File: src/rtl/kraken_pkg.sv
`default_nettype none
// ============================================================================
//  Module      : kraken_pkg
//  Description : Shared defaults, derived field widths and the refill-FSM
//                state type for the instruction cache responder.
//  Revision    : 1.0 - initial release
// ============================================================================
package kraken_pkg;

    localparam int unsigned c_def_lines      = 16;
    localparam int unsigned c_def_words      = 4;
    localparam logic [31:0] c_def_text_base  = 32'h0000_0000;
    localparam logic [31:0] c_def_text_limit = 32'h0001_0000;

    // Byte offset within a 32-bit word is always two bits.
    localparam int unsigned c_byte_w     = 2;
    localparam int unsigned c_def_word_w = $clog2(c_def_words);
    localparam int unsigned c_def_idx_w  = $clog2(c_def_lines);
    localparam int unsigned c_def_tag_w  = 32 - c_byte_w - c_def_word_w - c_def_idx_w;

    typedef enum logic [1:0] {
        IDLE = 2'd0,
        REQ  = 2'd1,
        FILL = 2'd2
    } icache_state_t;

endpackage
`default_nettype wire

File: src/rtl/icache_array.sv
`default_nettype none
// ============================================================================
//  Module      : icache_array
//  Description : Tag, valid and data storage for a direct-mapped I-cache.
//                Ports: clk/rst; combinational read (i_rd_idx, i_rd_word ->
//                o_rd_tag, o_rd_valid, o_rd_data); one word write port
//                (i_wr_*); tag write with optional valid set (i_tag_wr,
//                i_tag, i_set_valid) sharing i_wr_idx; global i_inv.
//  Revision    : 1.0 - initial release
// ============================================================================
module icache_array #(
    parameter int unsigned LINES = 16,
    parameter int unsigned WORDS = 4,
    parameter int unsigned TAG_W = 24,
    localparam int unsigned C_IDX_W  = $clog2(LINES),
    localparam int unsigned C_WORD_W = $clog2(WORDS)
) (
    input  logic                clk,
    input  logic                rst,
    input  logic [C_IDX_W-1:0]  i_rd_idx,
    input  logic [C_WORD_W-1:0] i_rd_word,
    output logic [TAG_W-1:0]    o_rd_tag,
    output logic                o_rd_valid,
    output logic [31:0]         o_rd_data,
    input  logic                i_wr_en,
    input  logic [C_IDX_W-1:0]  i_wr_idx,
    input  logic [C_WORD_W-1:0] i_wr_word,
    input  logic [31:0]         i_wr_data,
    input  logic                i_tag_wr,
    input  logic [TAG_W-1:0]    i_tag,
    input  logic                i_set_valid,
    input  logic                i_inv
);

    logic [LINES-1:0] r_valid;
    logic [TAG_W-1:0] r_tag  [LINES];
    logic [31:0]      r_data [LINES][WORDS];

    assign o_rd_tag   = r_tag[i_rd_idx];
    assign o_rd_valid = r_valid[i_rd_idx];
    assign o_rd_data  = r_data[i_rd_idx][i_rd_word];

    // Invalidate wins over a same-cycle valid set.
    always_ff @(posedge clk) begin
        if (rst) begin
            r_valid <= '0;
        end else if (i_inv) begin
            r_valid <= '0;
        end else if (i_tag_wr && i_set_valid) begin
            r_valid[i_wr_idx] <= 1'b1;
        end
    end

    // Payload storage carries no reset; the valid bits guard it.
    always_ff @(posedge clk) begin
        if (i_wr_en) begin
            r_data[i_wr_idx][i_wr_word] <= i_wr_data;
        end
        if (i_tag_wr) begin
            r_tag[i_wr_idx] <= i_tag;
        end
    end

endmodule
`default_nettype wire

File: src/rtl/icache_resp.sv
`default_nettype none
// ============================================================================
//  Module      : icache_resp
//  Description : Instruction-side responder. Looks up i_addr when i_rd is
//                high and returns i_data/i_miss/i_segfault one cycle later.
//                Misses start a single background line refill over the
//                mem_rd/mem_addr/mem_gnt/mem_rvalid/mem_rdata interface;
//                busy flags a refill in progress; inv clears all lines.
//  Revision    : 1.0 - initial release
// ============================================================================
module icache_resp
    import kraken_pkg::*;
#(
    parameter int unsigned LINES      = c_def_lines,
    parameter int unsigned WORDS      = c_def_words,
    parameter logic [31:0] TEXT_BASE  = c_def_text_base,
    parameter logic [31:0] TEXT_LIMIT = c_def_text_limit
) (
    input  logic        clk,
    input  logic        rst,
    input  logic [31:0] i_addr,
    input  logic        i_rd,
    input  logic        inv,
    output logic [31:0] i_data,
    output logic        i_miss,
    output logic        i_segfault,
    output logic        mem_rd,
    output logic [31:0] mem_addr,
    input  logic        mem_gnt,
    input  logic        mem_rvalid,
    input  logic [31:0] mem_rdata,
    output logic        busy
);

    localparam int unsigned c_word_w = $clog2(WORDS);
    localparam int unsigned c_idx_w  = $clog2(LINES);
    localparam int unsigned c_off_w  = c_byte_w + c_word_w;
    localparam int unsigned c_tag_w  = 32 - c_off_w - c_idx_w;

    icache_state_t       r_state;
    icache_state_t       w_next_state;
    logic [c_tag_w-1:0]  r_fill_tag;
    logic [c_idx_w-1:0]  r_fill_idx;
    logic [c_word_w-1:0] r_cnt;
    logic                r_drop;

    logic [c_word_w-1:0] w_word;
    logic [c_idx_w-1:0]  w_idx;
    logic [c_tag_w-1:0]  w_tag;
    logic [c_tag_w-1:0]  w_rd_tag;
    logic                w_rd_valid;
    logic [31:0]         w_rd_data;
    logic [32:0]         w_base_diff;
    logic [32:0]         w_limit_diff;
    logic                w_unused_bits;
    logic                w_seg;
    logic                w_stale;
    logic                w_hit;
    logic                w_miss;
    logic                w_last;
    logic                w_beat;

    assign w_word = i_addr[c_off_w-1:c_byte_w];
    assign w_idx  = i_addr[c_off_w+c_idx_w-1:c_off_w];
    assign w_tag  = i_addr[31:c_off_w+c_idx_w];

    // Range checks via the borrow of a 33-bit subtract so that a zero base
    // does not collapse into a constant comparison.
    assign w_base_diff   = {1'b0, i_addr} - {1'b0, TEXT_BASE};
    assign w_limit_diff  = {1'b0, i_addr} - {1'b0, TEXT_LIMIT};
    assign w_unused_bits = ^{w_base_diff[31:0], w_limit_diff[31:0]};
    assign w_seg = w_base_diff[32] || !w_limit_diff[32] || (i_addr[1:0] != 2'b00);

    // Words of the line being refilled below r_cnt already hold new data
    // while the old tag may still be valid; they must not be served.
    assign w_stale = (r_state == FILL) && (w_idx == r_fill_idx) && (w_word < r_cnt);
    assign w_hit   = w_rd_valid && (w_rd_tag == w_tag) && !w_stale;
    assign w_miss  = i_rd && !w_seg && !w_hit;

    assign w_last = (r_cnt == c_word_w'(WORDS - 1));
    assign w_beat = (r_state == FILL) && mem_rvalid;

    icache_array #(
        .LINES (LINES),
        .WORDS (WORDS),
        .TAG_W (c_tag_w)
    ) u_array (
        .clk         (clk),
        .rst         (rst),
        .i_rd_idx    (w_idx),
        .i_rd_word   (w_word),
        .o_rd_tag    (w_rd_tag),
        .o_rd_valid  (w_rd_valid),
        .o_rd_data   (w_rd_data),
        .i_wr_en     (w_beat),
        .i_wr_idx    (r_fill_idx),
        .i_wr_word   (r_cnt),
        .i_wr_data   (mem_rdata),
        .i_tag_wr    (w_beat && w_last),
        .i_tag       (r_fill_tag),
        .i_set_valid (!r_drop),
        .i_inv       (inv)
    );

    // State register
    always_ff @(posedge clk) begin
        if (rst) begin
            r_state <= IDLE;
        end else begin
            r_state <= w_next_state;
        end
    end

    // Next-state logic
    always_comb begin
        w_next_state = r_state;
        case (r_state)
            IDLE:    if (w_miss)               w_next_state = REQ;
            REQ:     if (mem_gnt)              w_next_state = FILL;
            FILL:    if (mem_rvalid && w_last) w_next_state = IDLE;
            default:                           w_next_state = IDLE;
        endcase
    end

    // Output logic
    always_comb begin
        mem_rd   = (r_state == REQ);
        busy     = (r_state != IDLE);
        mem_addr = {r_fill_tag, r_fill_idx, {c_off_w{1'b0}}};
    end

    // Refill bookkeeping: latched line, beat counter and drop flag.
    always_ff @(posedge clk) begin
        if (rst) begin
            r_fill_tag <= '0;
            r_fill_idx <= '0;
            r_cnt      <= '0;
            r_drop     <= 1'b0;
        end else begin
            if (r_state == IDLE && w_miss) begin
                r_fill_tag <= w_tag;
                r_fill_idx <= w_idx;
                r_drop     <= 1'b0;
            end else if (inv && r_state != IDLE) begin
                r_drop <= 1'b1;
            end
            if (r_state == REQ && mem_gnt) begin
                r_cnt <= '0;
            end else if (w_beat) begin
                r_cnt <= r_cnt + 1'b1;
            end
        end
    end

    // Response registers; i_data only changes on a hit.
    always_ff @(posedge clk) begin
        if (rst) begin
            i_data     <= '0;
            i_miss     <= 1'b0;
            i_segfault <= 1'b0;
        end else begin
            i_miss     <= w_miss;
            i_segfault <= i_rd && w_seg;
            if (i_rd && !w_seg && w_hit) begin
                i_data <= w_rd_data;
            end
        end
    end

endmodule
`default_nettype wire
File: config.mk
export PLATFORM = sky130hd
export DESIGN_NAME = icache_resp
export DESIGN_NICKNAME = d
export VERILOG_FILES = /design/src/rtl/kraken_pkg.sv /design/src/rtl/icache_array.sv /design/src/rtl/icache_resp.sv
export SDC_FILE = /design/constraint.sdc
export NUM_CORES = 2
export LEC_CHECK = 0
export ABC_CLOCK_PERIOD_IN_PS = 11160
export BUFFER_PORTS_ARGS = -buffer_cell sky130_fd_sc_hd__buf_4
export CAP_MARGIN = 5
export CORE_MARGIN = 5
export CORE_UTILIZATION = 25
export CTS_BUF_LIST = sky130_fd_sc_hd__clkbuf_4 sky130_fd_sc_hd__clkbuf_8
export DETAILED_ROUTE_END_ITERATION = 10
export RECOVER_POWER = 25
export SETUP_SLACK_MARGIN = 0.05
export SYNTH_ARGS = -nofsm -noshare
export SYNTH_HDL_FRONTEND = slang
export SYNTH_SLANG_ARGS = --single-unit
File: constraint.sdc
create_clock -name clk -period 11.16 [get_ports clk]
set_input_delay 0.558 -clock clk [delete_from_list [all_inputs] [get_ports clk]]
set_output_delay 0.558 -clock clk [all_outputs]
set_load 0.02 [all_outputs]
==> flow_metrics.env <==
export IMPL_status="finished with violations"
export IMPL_violations="max-capacitance violations, max-slew violations"
export IMPL_start_kind="primary input"
export IMPL_slew_headroom_pct=-101
export IMPL_grt_max_degree=151
export IMPL_die_area_um2=398000
export IMPL_placed_cell_area_um2=104000
export IMPL_path_clk_slew_ns=0.06
export IMPL_rsz0062_at_grt="no"
export IMPL_layout_common_cells="edfxtp_1 (2,432), mux4_2 (738), clkbuf_8 (429), buf_4 (206), clkbuf_4 (145)"
export IMPL_synth_cells=4061
export IMPL_port_buffers=133
export IMPL_final_common_cell="edfxtp_1"
export IMPL_cp_buffers_inverters=3
export IMPL_p_leak_nw=34.7
export IMPL_worstPathCellList="buf_8 -> buf_4 -> buf_4 -> mux4_2 -> nand2_1 -> a31oi_1 -> o221a_2 -> a32oi_1 -> nor3_1 -> a31oi_4 -> mux2i_1"
export IMPL_start_util_pct=25.0
export IMPL_powerDensity_nw_per_um2=167
export IMPL_crit_required_ns=12.08
export IMPL_internal_power_w=0.0148
export IMPL_ys_seq_area_share_pct=77.4
export IMPL_p_switching_w=0.00395
export IMPL_r2r_cells=4
export IMPL_ant_nets=0
export IMPL_r2r_start="r_fill_idx[2]$_SDFFE_PP0P_"
export IMPL_cts_root_buffer="clkbuf_8"
export IMPL_wl_per_cell_um=26.7
export IMPL_r2r_slack_ns=7.03
export IMPL_post_cts_buffers=0
export IMPL_synth_distinct_cells=63
export IMPL_pwr_share_clk_pct=40.6
export IMPL_cts_buffers=403
export IMPL_vias_per_cell=4.69
export IMPL_endpoint_kind="flop"
export IMPL_worstPathMaxFanout=67
export IMPL_holdCritPathClass="primary input to flop"
export IMPL_cp_common_cell="buf_4"
export IMPL_core_rowCount=228
export IMPL_via_count=46400
export IMPL_place_gp_congestion=0.766
export IMPL_syn_avg_cell_area_um2=23.8
export IMPL_core_area_um2=385000
export IMPL_min_path_cells=4
export IMPL_max_cap_viol_count=26
export IMPL_final_cells=9891
export IMPL_die_w_um=631
export IMPL_switching_share_pct=21.1
export IMPL_syn_area_um2=96500
export IMPL_ctsLongestPathBuffers=4
export IMPL_timing_rr_end="u_array.r_tag[4][11]$_DFFE_PP_"
export IMPL_fill_cells=37300
export IMPL_dp_cells=9141
export IMPL_p_seq_share_pct=55.2
export IMPL_antenna_found_initial=43
export IMPL_die_y_um=631
export IMPL_synth_ff_type="edfxtp_1"
export IMPL_ir_drop_uv=97.5
export IMPL_ys_ff_latch=2515
export IMPL_critPathMaxStageDelay_ns=1.08
export IMPL_first_global_vias=47300
export IMPL_drc=0
export IMPL_hold_violations=0
export IMPL_setup_tns_ns=0
export IMPL_setup_viol=0
export IMPL_worstMarginPinSlew_ns=3.01
export IMPL_worstPathArrival_ns=5.54
export IMPL_critPathKind="primary input to flop"
export IMPL_pwr_share_comb_pct=4.2
export IMPL_clk_latency_ns=1.09
export IMPL_postRouteWirelength_um=264000
export IMPL_drt_iter0_drc=5746
export IMPL_layout_nets=4609
export IMPL_report_final_slew_viol_count=1690
export IMPL_place_hpwl_um=144000
export IMPL_grt_ovfl_total=0
export IMPL_crit_family="buffers and inverters"
export IMPL_final_layout_size_suffix_gt1_share_pct=34.4
export IMPL_fin_area_um2=112000
export IMPL_syn_to_final_growth_pct=16.3
export IMPL_drtPass1Iterations=5
export IMPL_grt_pass1_wl_um=368000
export IMPL_max_freq_ghz=0.216
export IMPL_async_reset_ff_share_pct=0
export IMPL_worstHoldStart="mem_rvalid"
export IMPL_yosys_warnings=0
export IMPL_crit_slowest_cell="a31oi_4"
export IMPL_min_period_ns=4.62
export IMPL_synth_edf_count=2432
export IMPL_min_delay_worst_endpoint="r_cnt[0]$_SDFFE_PP0P_"
export IMPL_tritoncts="yes"
export IMPL_finalPower_w=0.0187
export IMPL_finalClockSkew_ns=0.156
export IMPL_cts_sinks=2515
export IMPL_io_pins=138
export IMPL_htreeDepth=5
export IMPL_period_share_pct=41.4
export IMPL_grt_use_total_pct=12.8
metrics by stage:
step / util (%) / setup slack, ns / hold WS, ns
finish: 29.1 / 6.54 / 0.151
global route: 29.1 / 6.40 / 0.0941
CTS: 29.2 / 6.57 / 0.00602
detailed placement: 27.0 / 5.46 / 0.453
global placement: 27.0 / 5.55 / 0.445
floorplan: - / 7.04 / 0.431
how the worst max path moves through the flow:
| stage | start | endpoint | cells after the start |
|---|---|---|---|
| finish | i_addr[6] | r_fill_tag[4]$_SDFFE_PP0P_ | 11 |
| detailed placement | i_addr[6] | r_fill_tag[4]$_SDFFE_PP0P_ | 11 |
| global route | i_addr[6] | r_fill_tag[4]$_SDFFE_PP0P_ | 11 |
| CTS | i_addr[6] | r_fill_tag[4]$_SDFFE_PP0P_ | 11 |
| global placement | i_addr[6] | r_fill_tag[0]$_SDFFE_PP0P_ | 11 |
| floorplan | r_fill_idx[2]$_SDFFE_PP0P_ | u_array.r_data[14][0]$_DFFE_PP_ | 4 |
synth_stat cells (4+ instances only):
library cell / number / area share [%]
and2_1: 6 / 0.039
xnor2_1: 17 / 0.15
a22o_1: 5 / 0.045
buf_1: 52 / 0.20
a22oi_1: 22 / 0.17
edfxtp_1: 2432 / 76
mux4_2: 738 / 17
buf_4: 17 / 0.13
nor2_1: 104 / 0.40
dfxtp_1: 83 / 1.7
nor3_1: 11 / 0.057
nand2_1: 25 / 0.097
and3_1: 5 / 0.032
clkbuf_1: 123 / 0.48
a221oi_1: 7 / 0.064
a31oi_1: 12 / 0.078
o21ai_0: 7 / 0.036
buf_2: 17 / 0.088
nand3_1: 19 / 0.099
mux2i_1: 128 / 1.3
ha_1: 5 / 0.065
o211ai_1: 4 / 0.031
buf_6: 13 / 0.15
xor2_1: 17 / 0.15
a21oi_1: 9 / 0.047
nor3b_1: 18 / 0.14
nor2b_1: 11 / 0.071
nand2b_1: 90 / 0.58
inv_1: 4 / 0.016
nor4_1: 6 / 0.039
mux2_2: 8 / 0.093
metal layers:
metal	part of all wire, %	track usage, %	up-vias
met3	8.4	2.92	461
li1	-	-	18300
met2	49	21.1	2262
met4	2.5	3.37	4
met5	0.010	0	-
met1	40	17.2	25300
power by group through the flow:
| stage | logic (W) | clock network (W) | registers [W] |
|---|---|---|---|
| CTS | 0.000803 | 0.00774 | 0.0103 |
| detailed placement | 0.000778 | 0 | 0.0105 |
| global route | 0.000837 | 0.00819 | 0.0103 |
| floorplan | 0.000460 | 0 | 0.0105 |
| global placement | 0.000765 | 0 | 0.0105 |
| finish | 0.000792 | 0.00760 | 0.0103 |
layout make-up:
type	instances	area, um2	area share, %
timing repair buffer	289	2280	2.03
antenna	11	27.5	0.0245
sequential	2515	74700	66.6
clock inverter	117	642	0.572
inverter	6	22.5	0.0201
clock buffer	574	6990	6.23
tap	5060	6330	5.64
multi-input combinational	1319	21200	18.9
registers in the layout, summed over array words and instances (netlist names):
signal / cells
r_fill_tag: 24
u_array.r_tag: 384
u_array.r_valid: 16
r_drop: 1
r_state: 2
i_data: 32
i_miss: 1
u_array.r_data: 2048
r_cnt: 2
r_fill_idx: 4
i_segfault: 1
kinds of logic (layout without fill, tap and decap cells):
group	after synthesis	after routing	synth area share (%)
buf+inv	230	986	1.10
flops	2515	2515	77.4
mux	874	874	18.7
fa+ha+maj	5	5	0.0649
xor+xnor	34	34	0.309
other cells	1	15	0.00389
simple gates	310	310	1.73
compound gates	92	92	0.709
worst min-delay path, cell delays in order:
cell     delay, ns
buf_4         0.12
and2_1        0.26
xnor2_1       0.10
nor2_1        0.07
timing repair:
item / in CTS / in global routing
setup endpoints to repair: 0 / 0
hold endpoints to repair: 998 / 0
resized for setup: 0 / 0
hold buffers: 48 / 0
Note: power is estimated with default switching activity, not from simulation.
